## config.mk

```make
export PLATFORM = sky130hd
export DESIGN_NAME = oric_key_matrix
export DESIGN_NICKNAME = d
export VERILOG_FILES = /design/src/rtl/oric_kbd_pkg.sv /design/src/rtl/oric_key_rom.sv /design/src/rtl/oric_key_matrix.sv
export SDC_FILE = /design/constraint.sdc
export NUM_CORES = 1
export LEC_CHECK = 0
export ABC_AREA = 0
export BUFFER_PORTS_ARGS = -buffer_cell sky130_fd_sc_hd__buf_2
export CAP_MARGIN = 20
export CORE_MARGIN = 1.5
export CORE_UTILIZATION = 50
export DETAILED_ROUTE_END_ITERATION = 8
export PLACE_DENSITY = 0.71
export SYNTH_ARGS = -nofsm -noshare
export SYNTH_HDL_FRONTEND = slang
export SYNTH_SLANG_ARGS = --single-unit
```

## constraint.sdc

```tcl
create_clock -name clk_i -period 3 [get_ports clk_i]
set_clock_uncertainty 0.1 [all_clocks]
set_input_delay 0.3 -clock clk_i [delete_from_list [all_inputs] [get_ports clk_i]]
set_output_delay 0.3 -clock clk_i [all_outputs]
set_load 0.01 [all_outputs]
```

## src/rtl/oric_kbd_pkg.sv

```systemverilog
// Shared types and the PS/2 set-2 to Oric 8x8 matrix translation table.
package oric_kbd_pkg;

  localparam int unsigned ROW_W = 3;
  localparam int unsigned COL_W = 3;
  localparam logic [7:0] DEF_NMI_CODE = 8'h07;

  typedef struct packed {
    logic       pressed;
    logic       extended;
    logic [7:0] code;
  } key_event_t;

  typedef struct packed {
    logic             valid;
    logic [ROW_W-1:0] row;
    logic [COL_W-1:0] col;
  } rom_entry_t;

  function automatic rom_entry_t ent(input int unsigned r, input int unsigned c);
    return '{valid: 1'b1, row: ROW_W'(r), col: COL_W'(c)};
  endfunction

  // Address is {extended, code}; E0-prefixed codes live in the upper half.
  function automatic rom_entry_t rom_init(input logic [8:0] addr);
    rom_entry_t e;
    e = '0;
    case (addr)
      9'h03D: e = ent(0, 0);  9'h031: e = ent(0, 1);  9'h02E: e = ent(0, 2);
      9'h02A: e = ent(0, 3);  9'h016: e = ent(0, 5);  9'h022: e = ent(0, 6);
      9'h026: e = ent(0, 7);
      9'h03B: e = ent(1, 0);  9'h02C: e = ent(1, 1);  9'h02D: e = ent(1, 2);
      9'h02B: e = ent(1, 3);  9'h076: e = ent(1, 5);  9'h015: e = ent(1, 6);
      9'h023: e = ent(1, 7);
      9'h03A: e = ent(2, 0);  9'h036: e = ent(2, 1);  9'h032: e = ent(2, 2);
      9'h025: e = ent(2, 3);  9'h014: e = ent(2, 4);  9'h114: e = ent(2, 4);
      9'h01A: e = ent(2, 5);  9'h01E: e = ent(2, 6);  9'h021: e = ent(2, 7);
      9'h042: e = ent(3, 0);  9'h046: e = ent(3, 1);  9'h04C: e = ent(3, 2);
      9'h04E: e = ent(3, 3);  9'h05D: e = ent(3, 6);  9'h052: e = ent(3, 7);
      9'h029: e = ent(4, 0);  9'h041: e = ent(4, 1);  9'h049: e = ent(4, 2);
      9'h175: e = ent(4, 3);  9'h012: e = ent(4, 4);  9'h16B: e = ent(4, 5);
      9'h172: e = ent(4, 6);  9'h174: e = ent(4, 7);
      9'h03C: e = ent(5, 0);  9'h043: e = ent(5, 1);  9'h044: e = ent(5, 2);
      9'h04D: e = ent(5, 3);  9'h066: e = ent(5, 5);  9'h05B: e = ent(5, 6);
      9'h054: e = ent(5, 7);
      9'h035: e = ent(6, 0);  9'h033: e = ent(6, 1);  9'h034: e = ent(6, 2);
      9'h024: e = ent(6, 3);  9'h01C: e = ent(6, 5);  9'h01B: e = ent(6, 6);
      9'h01D: e = ent(6, 7);
      9'h03E: e = ent(7, 0);  9'h04B: e = ent(7, 1);  9'h045: e = ent(7, 2);
      9'h04A: e = ent(7, 3);  9'h059: e = ent(7, 4);  9'h05A: e = ent(7, 5);
      9'h055: e = ent(7, 7);
      default: e = '0;
    endcase
    return e;
  endfunction

endpackage

```

## src/rtl/oric_key_rom.sv

```systemverilog
// 512x7 synchronous translation ROM, one-cycle read latency.
module oric_key_rom
  import oric_kbd_pkg::*;
(
  input  logic       clk_i,
  input  logic [8:0] addr,
  output rom_entry_t data
);

  always_ff @(posedge clk_i) begin
    data <= rom_init(addr);
  end

endmodule

```

## src/rtl/oric_key_matrix.sv

```systemverilog
// PS/2 key events to Oric keyboard matrix: latch, ROM translate, then update an 8x8 flop array
// that the VIA row select and PSG column mask scan.
module oric_key_matrix
  import oric_kbd_pkg::*;
#(
  parameter logic [7:0] NMI_CODE = DEF_NMI_CODE
) (
  input  logic       clk_i,
  input  logic       res_n_i,
  input  logic       key_strobe,
  input  logic       key_pressed,
  input  logic       key_extended,
  input  logic [7:0] key_code,
  input  logic [2:0] row_sel,
  input  logic [7:0] col_mask,
  output logic       key_hit,
  output logic       nmi_n,
  output logic       matrix_busy
);

  // Asynchronous assert, release aligned to clk_i after two flops.
  logic [1:0] rst_sync_q;
  logic       rst_n;

  always_ff @(posedge clk_i or negedge res_n_i) begin
    if (!res_n_i) rst_sync_q <= 2'b00;
    else          rst_sync_q <= {rst_sync_q[0], 1'b1};
  end

  assign rst_n = rst_sync_q[1];

  key_event_t      s0_ev_q;
  logic            s0_valid_q;
  logic            s1_valid_q;
  logic            s1_pressed_q;
  logic            s1_nmi_q;
  rom_entry_t      s1_entry;
  logic [7:0][7:0] matrix_q;
  logic            nmi_n_q;
  logic            key_hit_q;

  always_ff @(posedge clk_i or negedge rst_n) begin
    if (!rst_n) begin
      s0_valid_q <= 1'b0;
      s0_ev_q    <= '0;
    end else begin
      s0_valid_q <= key_strobe;
      if (key_strobe) begin
        s0_ev_q <= '{pressed: key_pressed, extended: key_extended, code: key_code};
      end
    end
  end

  oric_key_rom u_rom (
    .clk_i (clk_i),
    .addr  ({s0_ev_q.extended, s0_ev_q.code}),
    .data  (s1_entry)
  );

  always_ff @(posedge clk_i or negedge rst_n) begin
    if (!rst_n) begin
      s1_valid_q   <= 1'b0;
      s1_pressed_q <= 1'b0;
      s1_nmi_q     <= 1'b0;
    end else begin
      s1_valid_q   <= s0_valid_q;
      s1_pressed_q <= s0_ev_q.pressed;
      s1_nmi_q     <= !s0_ev_q.extended && (s0_ev_q.code == NMI_CODE);
    end
  end

  // The NMI key never touches the matrix, whatever the ROM says about it.
  always_ff @(posedge clk_i or negedge rst_n) begin
    if (!rst_n) begin
      matrix_q <= '0;
      nmi_n_q  <= 1'b1;
    end else if (s1_valid_q) begin
      if (s1_nmi_q) begin
        nmi_n_q <= !s1_pressed_q;
      end else if (s1_entry.valid) begin
        matrix_q[s1_entry.row][s1_entry.col] <= s1_pressed_q;
      end
    end
  end

  // Reads the matrix as it stood before any write on the same edge.
  always_ff @(posedge clk_i or negedge rst_n) begin
    if (!rst_n) key_hit_q <= 1'b0;
    else        key_hit_q <= |(matrix_q[row_sel] & ~col_mask);
  end

  assign key_hit     = key_hit_q;
  assign nmi_n       = nmi_n_q;
  assign matrix_busy = s0_valid_q | s1_valid_q;

endmodule
```

# == Yosys cells after proc, flatten, opt, wreduce, memory -nomap -nowiden ==
# Index checks and enable logic that the tools add are counted.
# totals
input_bits,24
wordCells,106
regBits,89
output_inout_bits,3
# op_classes
reduce_logical,9
magnitude_cmp,5
eq_ne,59
n_bitwise,4
muxes,8
# op_table
op,n
case mux 7 bit (57 select lines),1
"equality test 9 x 6 -> 1 bit, second input constant",23
"equality test 9 x 7 -> 1 bit, second input constant",21
"equality test 9 x 5 -> 1 bit, second input constant",9
bitwise mux 64 bit,1
"equality test 9 bit, second input constant",5
binary-select mux 8 bit (select 3 bit),1
demux 8 bit (select 3 bit),1
two-way mux 8 bit,2
"< comparator 3 x 4 -> 1 bit, second input constant",3
bitwise AND 8 bit,1
"equality test 8 x 3 -> 1 bit, second input constant",1
inverter 8 bit,1
OR reduction 8 bit,1
">= comparator 3 x 1 -> 1 bit, second input constant",2
demux 1 bit (select 3 bit),1
logical AND 1 bit,3
AND reduction 3 bit,1
logical NOT 1 bit,2
AND reduction 2 bit,1
OR reduction 2 bit,1
two-way mux 1 bit,1
inverter 1 bit,1
bitwise OR 1 bit,1

# == Logic depth before layout (Yosys ltp) ==
# Gate-level depths: netlist (run 1).
# depth
word_depth,7
ltp_mapped,9
ltp_nobuf,6

# == By module ==
# From an unflattened synthesis (run 1), not the netlist that was laid out.
# hier_totals
cells_unflattened,510
area_unflattened_um2,5285.1
# by_module_without_submodules
module,seq_area_each_um2,n_inst,cells_each,area_per_inst_um2
oric_key_matrix,2053.2,1,321,3995.1
oric_key_rom,140.1,1,189,1290.0

# == Worst setup path after synthesis (run 1) ==
# OpenSTA, ideal clock, no wires.
# synth_timing
kind,input -> register
start,input port row_sel[1]
end,"register key_hit_q, in the netlist key_hit"
required_time_ps,2761
path_slack_ps,902
arrival_ps,1860
cell_stages,6
path_cell_list,clkbuf_1 > buf_1 > mux4_2 > mux2i_1 > o22ai_1 > or4_1
# synth_between
elab_chain_len,4
# synth_rtl
element,line,text
from (decl),oric_key_matrix.sv:14,"input logic [2:0] row_sel,"
binary-select mux 8 bit (select 3 bit),oric_key_matrix.sv:89,else key_hit_q <= |(matrix_q[row_sel] & ~col_mask);
two-way mux 8 bit (implied by the code),oric_key_matrix.sv:89,
bitwise AND 8 bit,oric_key_matrix.sv:89,
OR reduction 8 bit,oric_key_matrix.sv:89,
to (signal assigned),oric_key_matrix.sv:89,
to (decl),oric_key_matrix.sv:40,logic key_hit_q;
# Every way passes these cells. The select of a mux whose other input is x is not followed.
# A chain may end at the register's enable or synchronous reset.

# == Final worst setup path (run 1) ==
# layout_timing
start,register s0_ev_q[0] in the netlist's numbering
end,register u_rom.data[6] in the netlist's numbering
# layout_between
elab_chain_len,3
elab_cells_between_ends,60
cone_classes,eq/ne (58); mux (1); reduce/logical (1)
# layout_rtl
element,line,text
from (decl),oric_key_matrix.sv:32,key_event_t s0_ev_q;
from (signal assigned),oric_key_matrix.sv:49,"s0_ev_q <= '{pressed: key_pressed, extended: key_extended, code: key_code};"
equality test 9 x 5 -> 1 bit or equality test 9 bit (tied branches),oric_kbd_pkg.sv:28,case (addr)
OR reduction 2 bit (no line),n/a,
case mux 7 bit (57 select lines) *,oric_kbd_pkg.sv:28,
to (signal assigned),oric_key_rom.sv:11,data <= rom_init(addr);
to (decl),oric_key_rom.sv:7,output rom_entry_t data
# Every way passes the cells marked *; elsewhere a longest branch is shown, timed or not.

==> impl_metrics.toml, run 1 <==
[run_status]
status = "complete, no violations"

[critical_path]
critical-path-top-delay-family = "simple AND/OR/NAND/NOR gates"
critPathMaxFanout = 15
reg2reg_from = "s0_ev_q[0]"
cp.arrival_ps = 2600
cp_slowest_stage_delay_ps = 680
timing.rr.end = "u_rom.data[6]"
r2r_cells = 5
cp.depth = 5
path_class = "reg -> reg"
endpoint_kind = "flop"
critPathRequiredTime_ps = 3130
cp-start-kind = "flop"
cp_cell_sequence = "nand2b_1, nor2_1, a31oi_1, nor4bb_1, nand4_1"
worst-path-buf-inv = 0
crit_slowest_cell = "dfrtp_1"
rrSetupSlack_ps = 530

[sta]
finalHoldViolCount = 0
rsz0062_at_grt = "false"
setup_tns_ps = 0
fmaxAchievable_mhz = 404.5
slew_headroom_pct = 46.54
final_max_slew_viol_count = 0
min_period_ps = 2472
worstMarginPinSlew_ps = 790.7
setup_viol = 0
post-route-period-util_pct = 82.40

[flow_run]
drv_cap = 0

[grt]
grt_max_degree = 66
antenna_found_initial = 0
track_usage_pct = 25.99
grt_overflow = 0
grt_first_pass_wirelength_um = 22540
grt_pass1_vias = 4255

[clock_tree]
htreeDepth = 3
clk_pin_slew_ps = 90
cts_sinks = 89
cts_setup_buffers = 0
cts-buffers-inserted = 9
cts_tree = "built"
clockRootBuffer = "clkbuf_8"
insertion_delay_ps = 370
post_cts_resized = 0
clockBufferDepth = 2

[min_path]
hold_start = "key_code[0]"
hold_class = "in -> reg"
min_path_cells = 3
hold_end = "s0_ev_q[0]"

[synthesis]
syn_avg_cell_area_um2 = 10.36
ys_types = 66
synth_top_area_cell = "dfrtp_1"
synth_async_sr_flop_share_pct = 92.13
synth_area_um2 = 5295
synthTopCellsByArea = "dfrtp_1 38%, mux2_2 15%, mux4_1 6.5%, nor2_1 4.2%, nand2_1 3.9%"
synth-seq-cells = 89
yosys.area.top_type_share_pct = 38.28
synthesis.instances = 511
seq_area_frac_synth_pct = 41.42
synthFlopType = "dfrtp_1"
synth_nets = 535
ys_warn_count = 0
synth_edf_count = 0

[drt]
drtIter0Drc = 237
wire_per_inst_um = 20.22
drtPass1Iterations = 5
viasPerCell = 6.275
drc = 0
ant_nets = 0
wirelength_um = 13360
num_vias = 4148

[finish]
fin_nets = 544
fill_cells = 902
final_common_cell = "dfrtp_1"
regArea_um2 = 2197
drive_above_1_share_pct = 27.81
multi_input_area_um2 = 2885
final_util_pct = 55.55
syn_to_final_growth_pct = 7.821
antennaDiodeCount = 0
layout_common_cells = "80 x dfrtp_1, 70 x mux2_2, 59 x nor2_1"

[pwr]
leakage_nw = 2.515
power.switching_uw = 784.8
comb_power_share_pct = 14.7
swShare_pct = 29.89
p_seq_share_pct = 52.2
p_total_mw = 2.625
pwr-share-clk_pct = 33.2
p_per_area_nw_per_um2 = 459.9
vdd_ir_drop_max_mv = 0.2258
intPower_mw = 1.841

[floorplan]
fp-row-count = 37
coreArea_um2 = 10280
die-area_um2 = 11220
initial_utilization_pct = 51.52
die_h_um = 105.9
die_width_um = 105.9
ios = 27

[placed_design]
gp_congestion = 0.9925
dpl.hpwl_um = 9647
io_buffers = 26
## area by class of cell
class / instances / share of cell area [%]
multi-input combinational: 377 / 50.54
sequential: 89 / 38.48
timing repair buffer: 39 / 4.032
tap: 136 / 2.980
clock buffer: 10 / 2.411
clock inverter: 6 / 1.293
inverter: 4 / 0.2630
## worst register-to-register path: stages, from the launching register on
cell      delay (ps)
dfrtp_1          680
nand2b_1         400
nor2_1           160
a31oi_1          410
nor4bb_1         420
nand4_1          150
## cells in the mapped netlist, drive strengths merged (4+ instances only)
| cell type | number |
|---|---|
| dfrtp | 81 |
| mux2 | 70 |
| nor2 | 59 |
| nand2 | 55 |
| clkbuf | 21 |
| buf | 20 |
| mux4 | 16 |
| o21ai | 15 |
| nand3 | 13 |
| o22ai | 13 |
| nor3 | 11 |
| nand2b | 10 |
| mux2i | 9 |
| a31oi | 7 |
| dfxtp | 7 |
| a21oi | 6 |
| or3 | 6 |
| or3b | 6 |
| and3b | 5 |
| nand4 | 5 |
| nor2b | 5 |
| or2 | 5 |
| inv | 4 |
| nand3b | 4 |
| nor3b | 4 |
| nor4 | 4 |
| o32ai | 4 |
## how the worst max path moves through the flow
| stage | slack [ps] | to | from |
|---|---|---|---|
| after floorplan | 450 | key_hit | rst_sync_q[1] |
| after global placement | 510 | u_rom.data[6] | s0_ev_q[0] |
| after detailed placement | 530 | key_hit | row_sel[0] |
| after CTS | 590 | u_rom.data[6] | s0_ev_q[2] |
| after global routing | 310 | u_rom.data[6] | s0_ev_q[5] |
| final | 530 | u_rom.data[6] | s0_ev_q[0] |
## kinds of logic (layout without fill, tap and decap cells)
group | Yosys count | in the layout | share of synthesized area [%]
simple gates | 212 | 212 | 21.17
mux | 95 | 95 | 24.31
flops | 89 | 89 | 41.42
compound gates | 68 | 68 | 8.743
buf+inv | 45 | 59 | 4.088
fa+ha+maj | 1 | 1 | 0.1890
other cells | 1 | 1 | 0.07082
## metal layers
layer / routed length (µm) / GRT usage (%) / vias to the layer above / share of wire, %
li1: - / - / 1908 / -
met1: 5464 / 32.50 / 2025 / 41
met2: 6547 / 42.30 / 170 / 49
met3: 662 / 3.311 / 45 / 5.0
met4: 689 / 17.37 / 0 / 5.2
met5: 0 / 0 / - / 0
## power groups by stage
stage          registers, mW  logic, mW  clock network, mW
6_report                1.37      0.385              0.871
2_1_floorplan           1.33      0.319                  0
3_3_place_gp            1.39      0.380                  0
5_1_grt                 1.39      0.419              0.946
3_5_place_dp            1.39      0.378                  0
4_1_cts                 1.37      0.380              0.895
## what timing repair did
item,in CTS,in global routing
hold endpoints to repair,2,0
setup endpoints to repair,0,0
hold buffers,1,0
## per-stage QoR
step / setup slack (ps) / area (µm²) / instances / hold WS [ps]
3_5_place_dp: 525.5 / 5488 / 644 / -10.96
3_3_place_gp: 507.3 / 5488 / 644 / -13.24
6_report: 528.0 / 5709 / 661 / 28.29
2_1_floorplan: 448.8 / 5295 / 511 / -95.59
5_1_grt: 308.8 / 5709 / 661 / 34.59
4_1_cts: 592.7 / 5709 / 661 / 6.016
## sequential cells by signal (all words and copies together) (netlist names)
register / flops
matrix_q: 64
s0_ev_q: 10
s1_nmi_q: 1
u_rom.data: 7
s0_valid_q: 1
rst_sync_q: 2
key_hit: 1
s1_pressed_q: 1
nmi_n: 1
s1_valid_q: 1
Power figures use the tool's default switching activity.
==> run 2: changes to the inputs <==
--- a/config.mk
+++ b/config.mk
@@ -5,13 +5,13 @@
 export SDC_FILE = /design/constraint.sdc
 export NUM_CORES = 1
 export LEC_CHECK = 0
-export ABC_AREA = 0
+export ABC_AREA = 1
 export BUFFER_PORTS_ARGS = -buffer_cell sky130_fd_sc_hd__buf_2
 export CAP_MARGIN = 20
 export CORE_MARGIN = 1.5
 export CORE_UTILIZATION = 50
 export DETAILED_ROUTE_END_ITERATION = 8
-export PLACE_DENSITY = 0.71
+export PLACE_DENSITY = 0.74
 export SYNTH_ARGS = -nofsm -noshare
 export SYNTH_HDL_FRONTEND = slang
 export SYNTH_SLANG_ARGS = --single-unit
==> constraint.sdc (replaced) <==
create_clock -name clk_i -period 2 [get_ports clk_i]
set_clock_uncertainty 0.1 [all_clocks]
set_input_delay 0.2 -clock clk_i [delete_from_list [all_inputs] [get_ports clk_i]]
set_output_delay 0.2 -clock clk_i [all_outputs]
set_load 0.01 [all_outputs]
==> run 2 against run 1 <==
  * Routed wire length grew 15%
  * Final cell count grew 39%
  * Final area grew 4.8%
  * Die area grew 1.3%
  * Critical path depth grew 5
  * Count of clock-buffer cells in the layout is the same
==> impl_metrics.toml, run 2 <==
[synthesis]
syn_avg_cell_area_um2 = 7.319
synth_most_common_cell = "nor2_1"
synth_fa_ha_area_share_pct = 0
synthTopCellsByArea = "dfrtp_1 38%, nor2_1 10%, nand2_1 8.7%, a21oi_1 5.6%, nand3_1 5.5%"
synth_edf_count = 0
synthesis.instances = 733
ys_types = 41
synth_top_area_cell = "dfrtp_1"
synthFlopType = "dfrtp_1"
synth_compound_area_share_pct = 16.79
synth-seq-cells = 89
synth-xor-area-share_pct = 0
synth_top_family_by_area = "simple AND/OR/NAND/NOR gates"
seq_area_frac_synth_pct = 40.88
synth_area_um2 = 5365
synth_nets = 757
yosys.area.top_type_share_pct = 37.78
synth_async_sr_flop_share_pct = 92.13
synth_mux_area_share_pct = 0.2099
ys_warn_count = 0
synthTopCellsByCount = "149 x nor2_1, 124 x nand2_1, 81 x dfrtp_1, 60 x a21oi_1, 59 x nand3_1"
yosys.area_share.simple_pct = 34.86

[floorplan]
die_h_um = 106.6
die_width_um = 106.6
ios = 27
initial_utilization_pct = 51.74
coreArea_um2 = 10370
die-area_um2 = 11360
fp-row-count = 37

[finish]
largest-register = "matrix_q"
top_regs = "matrix_q: 64 flops, s0_ev_q: 10 flops, u_rom.data: 7 flops"
postLayoutCellArea_um2 = 5981
antennaDiodeCount = 0
final_common_cell = "nor2_1"
syn_to_final_growth_pct = 11.47
largest_register_ff_count = 64
fin_nets = 799
layout_common_cells = "149 x nor2_1, 124 x nand2_1, 80 x dfrtp_1"
drive_above_1_share_pct = 15.51
finalNonFillerCells = 916

[critical_path]
path_class = "reg -> reg"
startpoint = "s0_ev_q[6]"
critPathMaxFanout = 9
endpoint_kind = "flop"
reg2reg_from = "s0_ev_q[6]"
timing.rr.end = "u_rom.data[6]"
cp-start-kind = "flop"
critPathRequiredTime_ps = 2200
r2r_cells = 10
endpoint = "u_rom.data[6]"
cp.arrival_ps = 2070
rrSetupSlack_ps = 130

[clock_tree]
clk_pin_slew_ps = 90
insertion_delay_ps = 360
cts-buffers-inserted = 9
cts_setup_buffers = 0
htreeDepth = 3
clockRootBuffer = "clkbuf_8"
cts_sinks = 89
post_cts_resized = 0
cts_tree = "built"
clockBufferDepth = 2

[grt]
grt_max_degree = 44
antenna_found_initial = 0
grt_pass1_vias = 5246
track_usage_pct = 29.05
grt_first_pass_wirelength_um = 25940
grt_overflow = 0

[drt]
ant_nets = 0
wirelength_um = 15420
drc = 0
num_vias = 5248
drtPass1Iterations = 4
viasPerCell = 5.729
wire_per_inst_um = 16.84
drtIter0Drc = 378

[sta]
worstMarginPinSlew_ps = 663.8
min_period_ps = 1874
fmaxAchievable_mhz = 533.6
post-route-period-util_pct = 93.70
setup_tns_ps = 0
fin_ws_ps = 126.1
final_max_slew_viol_count = 0
rsz0062_at_grt = "false"
finalHoldViolCount = 0
slew_headroom_pct = 55.58
setup_viol = 0

[pwr]
vdd_ir_drop_max_mv = 0.3174
p_per_area_nw_per_um2 = 654.2
p_total_mw = 3.913
leakage_nw = 2.887

[flow_run]
drv_cap = 0

[placed_design]
dpl.hpwl_um = 11420
pre_cts_ws_ps = 175.7
io_buffers = 26
gp_congestion = 0.9690
dp.cells = 889
dpl-instance-area_um2 = 5700

[run_status]
status = "complete, no violations"

[min_path]
hold_class = "in -> reg"
## run 2: cell families after synthesis
kind of cell / count (synthesis)
and+or+nand+nor: 395
AOI/OAI and AO/OA: 164
DFF: 89
buffers and inverters: 83
muxes: 1
other: 1
## run 2: cell type report
| cell class | instances | area (µm²) |
|---|---|---|
| clock buffer | 10 | 127.6 |
| clock inverter | 6 | 42.54 |
| fill | 998 | 4389 |
| inverter | 51 | 196.4 |
| multi-input combinational | 561 | 2786 |
| sequential | 89 | 2197 |
| tap | 136 | 170.2 |
| timing repair buffer | 63 | 460.4 |
## run 2: worst max-delay path, stage by stage (launching register included)
cell	delay, ps
dfrtp_1	410
inv_2	80
nand2_4	50
nor2_1	500
buf_4	240
nand3_1	100
nand4_1	120
nor2_1	50
nand2_1	50
nor2_1	50
nand2_1	60
## run 2: repair_timing
action                     in CTS  in global routing
hold endpoints to repair       12                  0
hold buffers                   11                  0
setup endpoints to repair       0                  0
## run 2: worst min path at each step
stage | from | endpoint | cells after the start
5_1_grt | key_strobe | s0_valid_q | 1
4_1_cts | key_strobe | s0_valid_q | 1
3_3_place_gp | res_n_i | rst_sync_q[0] | 1
2_1_floorplan | res_n_i | rst_sync_q[0] | 0
6_report | key_strobe | s0_valid_q | 1
3_5_place_dp | res_n_i | rst_sync_q[0] | 1
## run 2: through the flow
step           hold WS, ps  utilization, %
2_1_floorplan       -195.6               -
3_3_place_gp        -114.5           54.97
3_5_place_dp        -112.6           54.97
4_1_cts              2.545           57.67
5_1_grt              29.32           57.67
6_report             17.76           57.67
## run 2: power breakdown
| group | internal, mW | switching (mW) |
|---|---|---|
| combinational | 0.245 | 0.525 |
| clock | 0.455 | 0.675 |
| sequential | 1.91 | 0.0986 |
## run 2: routing by layer
layer  GRT usage, %  vias up  part of all wire, %
met5              0        -                    0
met4          16.10        0                  4.4
met3          4.985       51                  6.2
met2          49.40      217                   50
met1          34.87     2433                   40
li1               -     2547                    -
==> run 3: changes to the inputs <==
--- a/config.mk
+++ b/config.mk
@@ -9,9 +9,10 @@
 export BUFFER_PORTS_ARGS = -buffer_cell sky130_fd_sc_hd__buf_2
 export CAP_MARGIN = 20
 export CORE_MARGIN = 1.5
-export CORE_UTILIZATION = 50
+export CORE_UTILIZATION = 35
 export DETAILED_ROUTE_END_ITERATION = 8
-export PLACE_DENSITY = 0.74
+export MAX_ROUTING_LAYER = met4
+export PLACE_DENSITY = 0.56
 export SYNTH_ARGS = -nofsm -noshare
 export SYNTH_HDL_FRONTEND = slang
 export SYNTH_SLANG_ARGS = --single-unit
==> run 3 against run 2 <==
  * Die area up 42%
  * Worst setup slack better by 36 ps
  * Register-to-register slack better by 40 ps
  * Critical endpoint unchanged
  * Largest cell class unchanged
  * Routed wire length up 3.1%
  * Maximum frequency up 2.0%
  * Global-route usage down 7.5 points
  * Flip-flop and latch count unchanged
==> impl_metrics.toml, run 3 (same netlist as run 2, synthesis figures left out) <==
[run_status]
status = "complete, no violations"

[drt]
wirelength_um = 15900
ant_nets = 0
drc = 0
drtIter0Drc = 350
drtPass1Iterations = 5
num_vias = 5118
wire_per_inst_um = 16.39
viasPerCell = 5.276

[floorplan]
die_h_um = 126.8
fp-row-count = 45
die-area_um2 = 16080
coreArea_um2 = 15090
initial_utilization_pct = 35.56
die_width_um = 126.8
ios = 27

[finish]
largest-register = "matrix_q"
final_util_pct = 41.13
postLayoutCellArea_um2 = 6206
drive_above_1_share_pct = 15.98
layout_common_cells = "146 x nor2_1, 124 x nand2_1, 80 x dfrtp_1"
multi_input_area_um2 = 2794
top_regs = "matrix_q: 64 flops, s0_ev_q: 10 flops, u_rom.data: 7 flops"
antennaDiodeCount = 0
fin_nets = 801
largest_register_ff_count = 64
syn_to_final_growth_pct = 15.67
fill_cells = 1540
final_common_cell = "nor2_1"
regArea_um2 = 2197

[sta]
fmaxAchievable_mhz = 544.2
post-route-period-util_pct = 91.87
final_max_slew_viol_count = 0
setup_tns_ps = 0
worstMarginPinSlew_ps = 632.3
slew_headroom_pct = 57.85
fin_ws_ps = 162.6
min_period_ps = 1837
rsz0062_at_grt = "false"
whs_ps = 26.91
setup_viol = 0
finalHoldViolCount = 0

[placed_design]
dpl.hpwl_um = 11770
dpl-instance-area_um2 = 5781
pre_cts_ws_ps = 31.95
gp_congestion = 0.9381
io_buffers = 26

[critical_path]
cp-start-kind = "flop"
path_class = "reg -> reg"
critPathRequiredTime_ps = 2130
reg2reg_from = "s0_ev_q[6]"
critPathMaxFanout = 7
endpoint_kind = "flop"
startpoint = "s0_ev_q[6]"
cp.arrival_ps = 1970

[grt]
grt_use_met1_pct = 25.82
use_met2_pct = 35.49
antenna_found_initial = 0
grt_first_pass_wirelength_um = 26320
grt_max_degree = 64
grt_busiest_layer = "met2"
grt_pass1_vias = 5082
grt_overflow = 0
met3_usage_pct = 3.248
track_usage_pct = 21.55

[pwr]
leakage_nw = 2.966
vdd_ir_drop_max_mv = 0.4069
p_per_area_nw_per_um2 = 736.2

[clock_tree]
clockRootBuffer = "clkbuf_16"
clk_pin_slew_ps = 70
clockBufferDepth = 2
cts-buffers-inserted = 9
htreeDepth = 3
cts_setup_buffers = 0
cts_tree = "built"
insertion_delay_ps = 350
cts_sinks = 89

[min_path]
hold_class = "in -> reg"
hold_start = "key_strobe"

[flow_run]
drv_cap = 0
==> run 3: cell count changes in the layout (fill, tap and decap cells not counted) <==
cell,delta
bufinv_16,+1
clkbuf_16,+9
clkbuf_8,-7
buf_4,+2
clkbuf_1,+1
nor2_2,+3
clkinvlp_4,-2
nor2_1,-3
clkinv_2,-2
==> run 3: final cells by class <==
type / count / area share [%]
clock buffer: 13 / 4.194
clock inverter: 3 / 0.7661
inverter: 51 / 3.165
multi-input combinational: 561 / 45.02
sequential: 89 / 35.40
tap: 188 / 3.790
timing repair buffer: 65 / 7.661
==> run 3: metrics by stage <==
| step | instances | power, mW |
|---|---|---|
| final | 970 | 4.569 |
| after global routing | 970 | 4.790 |
| after CTS | 970 | 4.617 |
| after detailed placement | 943 | 2.803 |
| after global placement | 943 | 2.795 |
| after floorplan | 733 | 2.570 |
==> run 3: metal layers <==
layer,share of wire (%),vias up
li1,-,2548
met1,44,2408
met2,48,121
met3,3.4,41
met4,3.9,0
met5,0,-
==> run 3: critical path, cell delays in order, from the launching register on <==
cell,delay (ps)
dfrtp_1,410
inv_2,70
nand2_4,70
buf_4,120
nor2_2,40
buf_4,160
inv_1,80
nor2_1,70
nor2_2,130
nand2_1,70
nor2_2,160
nand2_1,70
nor2_1,110
nand2_1,60
==> run 3: path summary, 6_finish.rpt <==
path	endpoint	slack (ps)	depth (start not counted)
worst max-delay path	u_rom.data[6]	160	13
worst min-delay path	s0_valid_q	30	1
worst max register to register	u_rom.data[6]	160	13
worst min register to register	s0_ev_q[3]	250	0
max in group asynchronous	matrix_q[5]	940	1
min in group asynchronous	rst_sync_q[1]	60	2
==> run 3: timing repair <==
item / 4_1_cts / 5_1_grt
hold endpoints to repair: 12 / 0
endpoints found under the setup margin: 0 / 6
resized for setup: 0 / 3
hold buffers: 11 / 0
==> run 3: power breakdown <==
| part | internal [mW] | switching [mW] | leakage [nW] |
|---|---|---|---|
| clock | 1.05 | 0.737 | 0.150 |
| sequential | 1.92 | 0.106 | 1.16 |
| combinational | 0.246 | 0.518 | 1.66 |
